[src/rtl/alu_pkg.sv]
// Shared definitions for the ALU and its issue/writeback stage: opcodes,
// flag bit positions and FSM state encodings.
package alu_pkg;

    localparam logic [5:0] OP_NOP = 6'd0;
    localparam logic [5:0] OP_ADD = 6'd1;
    localparam logic [5:0] OP_SUB = 6'd2;
    localparam logic [5:0] OP_SHL = 6'd3;

    localparam int FLAG_ZERO  = 0;
    localparam int FLAG_NEG   = 1;
    localparam int FLAG_CARRY = 2;
    localparam int FLAG_OVF   = 3;

    typedef enum logic [2:0] {
        ST_IDLE,
        ST_ISSUE,
        ST_WAIT_LO,
        ST_WAIT_HI,
        ST_WB
    } state_t;

    // State encoding of the ALU itself, kept here so both sides agree.
    typedef enum logic {
        ALU_INIT,
        ALU_WAIT
    } alu_state_t;

    function automatic logic op_is_alu(input logic [5:0] op);
        return (op == OP_ADD) || (op == OP_SUB) || (op == OP_SHL);
    endfunction

endpackage

[src/rtl/alu_regfile.sv]
// 8x16 register file: two read ports latched on rd_en, one combinational
// debug port, one write port; r0 is never written and reads as zero.
module alu_regfile #(
    parameter int NREGS = 8
) (
    input  logic        clk,
    input  logic        srst,
    input  logic        rd_en,
    input  logic [2:0]  ra,
    input  logic [2:0]  rb,
    output logic [15:0] a_data,
    output logic [15:0] b_data,
    input  logic        we,
    input  logic [2:0]  wa,
    input  logic [15:0] wd,
    input  logic [2:0]  dbg_addr,
    output logic [15:0] dbg_data
);

    logic [15:0]      mem [NREGS];
    logic [NREGS-1:0] wsel;

    generate
        for (genvar gi = 0; gi < NREGS; gi++) begin : g_wsel
            assign wsel[gi] = we && (wa == 3'(gi)) && (gi != 0);
        end
    endgenerate

    always_ff @(posedge clk) begin
        if (srst) begin
            for (int i = 0; i < NREGS; i++) begin
                mem[i] <= '0;
            end
            a_data <= '0;
            b_data <= '0;
        end else begin
            for (int i = 0; i < NREGS; i++) begin
                if (wsel[i]) begin
                    mem[i] <= wd;
                end
            end
            if (rd_en) begin
                a_data <= mem[ra];
                b_data <= mem[rb];
            end
        end
    end

    assign dbg_data = mem[dbg_addr];

endmodule

[src/rtl/alu_issue.sv]
// Issue/writeback stage in front of the ALU: accepts one instruction, launches
// the ALU, waits for the rdy falling-then-rising handshake and writes back.
module alu_issue
    import alu_pkg::*;
#(
    parameter int NREGS   = 8,
    parameter int TIMEOUT = 64
) (
    input  logic        clk,
    input  logic        rst,
    input  logic        instr_valid,
    output logic        instr_ready,
    input  logic [5:0]  instr_op,
    input  logic [2:0]  instr_rd,
    input  logic [2:0]  instr_rs1,
    input  logic [2:0]  instr_rs2,
    input  logic        instr_imm_en,
    input  logic [15:0] instr_imm,
    output logic        alu_bgn,
    output logic [5:0]  alu_opcode,
    output logic [15:0] alu_a,
    output logic [15:0] alu_b,
    input  logic [15:0] alu_acc1,
    input  logic [15:0] alu_acc2,
    input  logic        alu_zero,
    input  logic        alu_negative,
    input  logic        alu_carry,
    input  logic        alu_overflow,
    input  logic        alu_rdy,
    output logic [3:0]  flags,
    output logic        done,
    output logic        err,
    input  logic [2:0]  dbg_addr,
    output logic [15:0] dbg_data
);

    localparam int CW = $clog2(TIMEOUT) + 1;

    state_t        state_reg;
    logic [5:0]    opcode_reg;
    logic [2:0]    rd_reg;
    logic          imm_en_reg;
    logic [15:0]   imm_reg;
    logic [CW-1:0] cnt_reg;
    logic [15:0]   acc1_reg;
    logic [15:0]   acc2_reg;
    logic [3:0]    flags_reg;
    logic          bgn_reg;
    logic          done_reg;
    logic          err_reg;
    logic [15:0]   rf_a;
    logic [15:0]   rf_b;
    logic          accept;
    logic          launch;
    logic          expired;

    assign accept  = instr_valid && (state_reg == ST_IDLE);
    assign launch  = accept && op_is_alu(instr_op);
    assign expired = (cnt_reg == CW'(TIMEOUT - 1));

    alu_regfile #(.NREGS(NREGS)) u_regfile (
        .clk      (clk),
        .srst     (rst),
        .rd_en    (launch),
        .ra       (instr_rs1),
        .rb       (instr_rs2),
        .a_data   (rf_a),
        .b_data   (rf_b),
        .we       (state_reg == ST_WB),
        .wa       (rd_reg),
        .wd       (acc1_reg),
        .dbg_addr (dbg_addr),
        .dbg_data (dbg_data)
    );

    always_ff @(posedge clk) begin
        if (rst) begin
            state_reg  <= ST_IDLE;
            opcode_reg <= '0;
            rd_reg     <= '0;
            imm_en_reg <= 1'b0;
            imm_reg    <= '0;
            cnt_reg    <= '0;
            acc1_reg   <= '0;
            acc2_reg   <= '0;
            flags_reg  <= '0;
            bgn_reg    <= 1'b0;
            done_reg   <= 1'b0;
            err_reg    <= 1'b0;
        end else begin
            bgn_reg  <= 1'b0;
            done_reg <= 1'b0;
            case (state_reg)
                ST_IDLE: begin
                    if (accept) begin
                        if (instr_op == OP_NOP) begin
                            done_reg <= 1'b1;
                        end else if (!op_is_alu(instr_op)) begin
                            err_reg  <= 1'b1;
                            done_reg <= 1'b1;
                        end else begin
                            opcode_reg <= instr_op;
                            rd_reg     <= instr_rd;
                            imm_en_reg <= instr_imm_en;
                            imm_reg    <= instr_imm;
                            bgn_reg    <= 1'b1;
                            state_reg  <= ST_ISSUE;
                        end
                    end
                end
                ST_ISSUE: begin
                    cnt_reg   <= '0;
                    state_reg <= ST_WAIT_LO;
                end
                ST_WAIT_LO, ST_WAIT_HI: begin
                    // Completion on the last allowed cycle still wins over the abort.
                    if (state_reg == ST_WAIT_HI && alu_rdy) begin
                        acc1_reg              <= alu_acc1;
                        acc2_reg              <= alu_acc2;
                        flags_reg[FLAG_ZERO]  <= alu_zero;
                        flags_reg[FLAG_NEG]   <= alu_negative;
                        flags_reg[FLAG_CARRY] <= alu_carry;
                        flags_reg[FLAG_OVF]   <= alu_overflow;
                        done_reg              <= 1'b1;
                        state_reg             <= ST_WB;
                    end else if (expired) begin
                        err_reg   <= 1'b1;
                        done_reg  <= 1'b1;
                        state_reg <= ST_IDLE;
                    end else begin
                        cnt_reg <= cnt_reg + 1'b1;
                        if (state_reg == ST_WAIT_LO && !alu_rdy) begin
                            state_reg <= ST_WAIT_HI;
                        end
                    end
                end
                ST_WB: begin
                    state_reg <= ST_IDLE;
                end
                default: begin
                    state_reg <= ST_IDLE;
                end
            endcase
        end
    end

    assign instr_ready = (state_reg == ST_IDLE);
    assign alu_bgn     = bgn_reg;
    assign alu_opcode  = opcode_reg;
    assign alu_a       = rf_a;
    assign alu_b       = imm_en_reg ? imm_reg : rf_b;
    assign flags       = flags_reg;
    assign done        = done_reg;
    assign err         = err_reg;

endmodule

[config.mk]
export PLATFORM = sky130hd
export DESIGN_NAME = alu_issue
export DESIGN_NICKNAME = d
export VERILOG_FILES = /design/src/rtl/alu_pkg.sv /design/src/rtl/alu_regfile.sv /design/src/rtl/alu_issue.sv
export SDC_FILE = /design/constraint.sdc
export NUM_CORES = 1
export LEC_CHECK = 0
export BUFFER_PORTS_ARGS = -buffer_cell sky130_fd_sc_hd__buf_2
export CAP_MARGIN = 20
export CELL_PAD_IN_SITES_DETAIL_PLACEMENT = 1
export CELL_PAD_IN_SITES_GLOBAL_PLACEMENT = 2
export CORE_ASPECT_RATIO = 0.8
export CORE_MARGIN = 3
export CORE_UTILIZATION = 34
export DETAILED_ROUTE_END_ITERATION = 12
export GPL_TIMING_DRIVEN = 0
export PLACE_DENSITY_LB_ADDON = 0.1
export SYNTH_ARGS = -nofsm -noshare
export SYNTH_HDL_FRONTEND = slang
export SYNTH_SLANG_ARGS = --single-unit
[constraint.sdc]
create_clock -name clk -period 1.6 [get_ports clk]
set_input_delay 0 -clock clk [delete_from_list [all_inputs] [get_ports clk]]
set_output_delay 0 -clock clk [all_outputs]
set_load 0.05 [all_outputs]
==> impl_metrics.csv <==
group,metric,value,unit
status,outcome,"finished with violations",
status,violations,"negative setup slack",
global_routing,grt-ovfl-total,0,
floorplanning,fp.dieH,159.8,um
placed_design,dp_hpwl,26630,um
worst_setup_path,r2r_cells,6,
timing,clock_skew,0.01654,ns
cells_and_area,syn_to_final_growth,53.07,%
route,drtPass1Iterations,5,
cells_and_area,antenna_cells,0,
timing,setup_viol,170,
min_path,hold_start,"instr_rs1[0]",
clocking,cts_tree,"built",
cells_and_area,largest_register_ff_count,112,
route,viasPerCell,5.405,
power_and_ir_drop,p_leak,6.066,nW
synth,avgSynthCellArea,10.63,um2
cells_and_area,final_cell_area,15400,um2
synth,synthTopCellsByCount,"146 x nor2_1, 116 x nand2_1, 112 x edfxtp_1",
synth,synth_area_leader_cell,"edfxtp_1",
run,cap_violations,0,
synth,synth.top_cell.area_share,0.3344,
global_routing,track_usage,0.2502,
clocking,ctsRootBufferMaster,"clkbuf_16",
floorplanning,start_util,0.3505,
worst_setup_path,required,1.60,ns
timing,fin_hold_ws,0.09438,ns
timing,timing.final.crit_share,1.182,
worst_setup_path,r2r-start,"state_reg[0]",
route,drc,0,
route,drtIter0Drc,694,
clocking,h-tree-depth,1,
power_and_ir_drop,power_density,874.4,nW/um2
worst_setup_path,crit_start,"u_regfile.mem[4][0]",
timing,fmax,528.8,MHz
route,num_vias,8989,
synth,netlist_area,10060,um2
synth,synth_ff_type,"edfxtp_1",
clocking,cts_buffer_depth,3,
min_path,hold_depth,4,
global_routing,antenna_found_initial,1,
min_path,min_path_type,"in -> reg",
cells_and_area,fin_nets,1351,
power_and_ir_drop,fin_total_pwr,13.46,mW
clocking,clk_pin_slew,0.06,ns
timing,tightest_slew,0.9763,ns
synth,ys_ff_latch,203,
timing,finalHoldViolCount,0,
clocking,insertion_delay,0.52,ns
synth,synth_nets,1022,
placed_design,gp_congestion,0.8659,
placed_design,placed_area,11230,um2
floorplanning,coreArea,28700,um2
floorplanning,die_w,198.3,um
synth,synth.most_common_cell,"nor2_1",
synth,synth_cells,946,
route,ant_nets,0,
worst_setup_path,start_kind,"register",
synth,synth_edf_count,112,
worst_setup_path,cp_max_fo,3,
synth,yosysWarnings,0,
timing,rsz0062_at_grt,"yes",
timing,period_needed,1.891,ns
synth,synth_cell_types,48,
placed_design,portBuffers,115,
timing,slew_violations,0,
floorplanning,rows,55,
cells_and_area,drive_gt1_frac,0.4385,
floorplanning,die_area,31700,um2
timing,slew_headroom,0.3491,
power_and_ir_drop,ir_worst_vdd,733.0,uV
global_routing,grt_max_degree,14,
global_routing,grt_pass1_vias,9172,
clocking,cts_sinks,203,
route,wirelength,41900,um
cells_and_area,post-route-util,0.5365,
timing,fin_setup_tns,-17.77,ns
worst_setup_path,path_class,"reg -> out",
floorplanning,ios,137,
synth,seq_area_frac_synth,0.5155,
clocking,numCtsBuffers,24,
worst_setup_path,cp-end-kind,"output pin",
route,wire_per_inst,25.20,um
cells_and_area,fill_cells,3029,
synth,synth.area.top_cells,"edfxtp_1 33%, dfxtp_1 18%, mux2i_1 8.9%, nor2_1 5.4%, mux4_2 4.5%",
synth,async_reset_ff_frac,0,
global_routing,grt_pass1_wl,58930,um
worst_setup_path,cp.arrival,1.89,ns
cells_and_area,top_register,"u_regfile.mem",
timing,setup_slack,-0.2911,ns
==> power by group <==
| group | internal, mW | total (mW) | leakage (nW) | switching, mW |
|---|---|---|---|---|
| Clock | 3.27 | 5.53 | 0.396 | 2.26 |
| Combinational | 0.930 | 2.19 | 3.77 | 1.26 |
| Sequential | 5.63 | 5.75 | 1.90 | 0.118 |
| Total | 9.83 | 13.5 | 6.07 | 3.63 |
==> worst paths after layout <==
path / slack, ns / end
worst min-delay path: 0.09 / u_regfile.a_data[15]
worst max-delay path: -0.29 / dbg_data[0]
worst min register to register: 0.45 / flags[3]
worst max register to register: -0.19 / u_regfile.a_data[10]
==> through the flow <==
step	setup slack (ns)	instances
CTS	-0.2419	1633
finish	-0.2911	1663
detailed placement	-0.7104	1431
global route	-0.3097	1663
floorplan	-0.2184	946
global placement	-0.7518	1431
==> cells by family (layout without fill, tap and decap cells) <==
kind of cell | Yosys count | count (layout) | synth area share
AO/OA/AOI/OAI | 163 | 163 | 0.1215
flip-flops | 203 | 203 | 0.5155
buffers and inverters | 88 | 435 | 0.03931
adder cells (fa/ha/maj) | 1 | 1 | 0.001244
multiplexers | 141 | 141 | 0.1692
AND/OR/NAND/NOR | 350 | 350 | 0.1533
==> metal layers <==
layer | wire length [um] | up-vias | global-route usage
li1 | - | 4114 | -
met1 | 18310 | 4503 | 0.3578
met2 | 19680 | 325 | 0.4009
met3 | 3124 | 47 | 0.04366
met4 | 786 | 0 | 0.04952
met5 | 0 | - | 0
==> critical path, cell delays in order (launching register included) <==
cell	delay, ns
edfxtp_1	0.42
mux4_2	0.53
nand2_2	0.13
o21ai_4	0.09
buf_6	0.20
==> area by class of cell <==
type,count,area [um2],area share
flip-flops and latches,203,5206,0.3382
well taps,370,462.9,0.03007
multi-input cells,655,5592,0.3632
clock inverters,14,125.1,0.008127
plain buffers,66,498.0,0.03234
inverters,18,67.56,0.004388
repair buffers,307,2780,0.1806
clock buffers,30,664.4,0.04315
==> layout by cell type (no fill, tap or decap), types with 7 or more instances in the layout <==
master,n
buf_12,28
mux4_2,20
nand2_2,9
clkbuf_1,23
mux2_2,32
inv_1,18
buf_2,101
a21oi_2,21
o21ai_2,8
nor2_2,18
buf_4,106
clkbuf_16,32
o21ai_1,7
nor3_2,12
buf_8,8
a21oi_1,25
buf_6,44
dfxtp_1,82
mux2i_1,89
a22oi_1,15
nand2_1,85
edfxtp_1,112
dlygate4sd3_1,47
nor2_1,121
nor3_1,21
nand2b_1,20
o22ai_1,32
nand2_4,18
a2111oi_4,28
nor2_4,7
==> what timing repair did <==
action,4_1_cts,5_1_grt
pin swaps,14,65
endpoints found under the hold margin,52,0
resized for setup,180,187
cloned,7,6
setup endpoints to repair,299,268
setup buffers,106,36
hold buffers,47,0
Note: power is estimated with default switching activity, not from simulation.
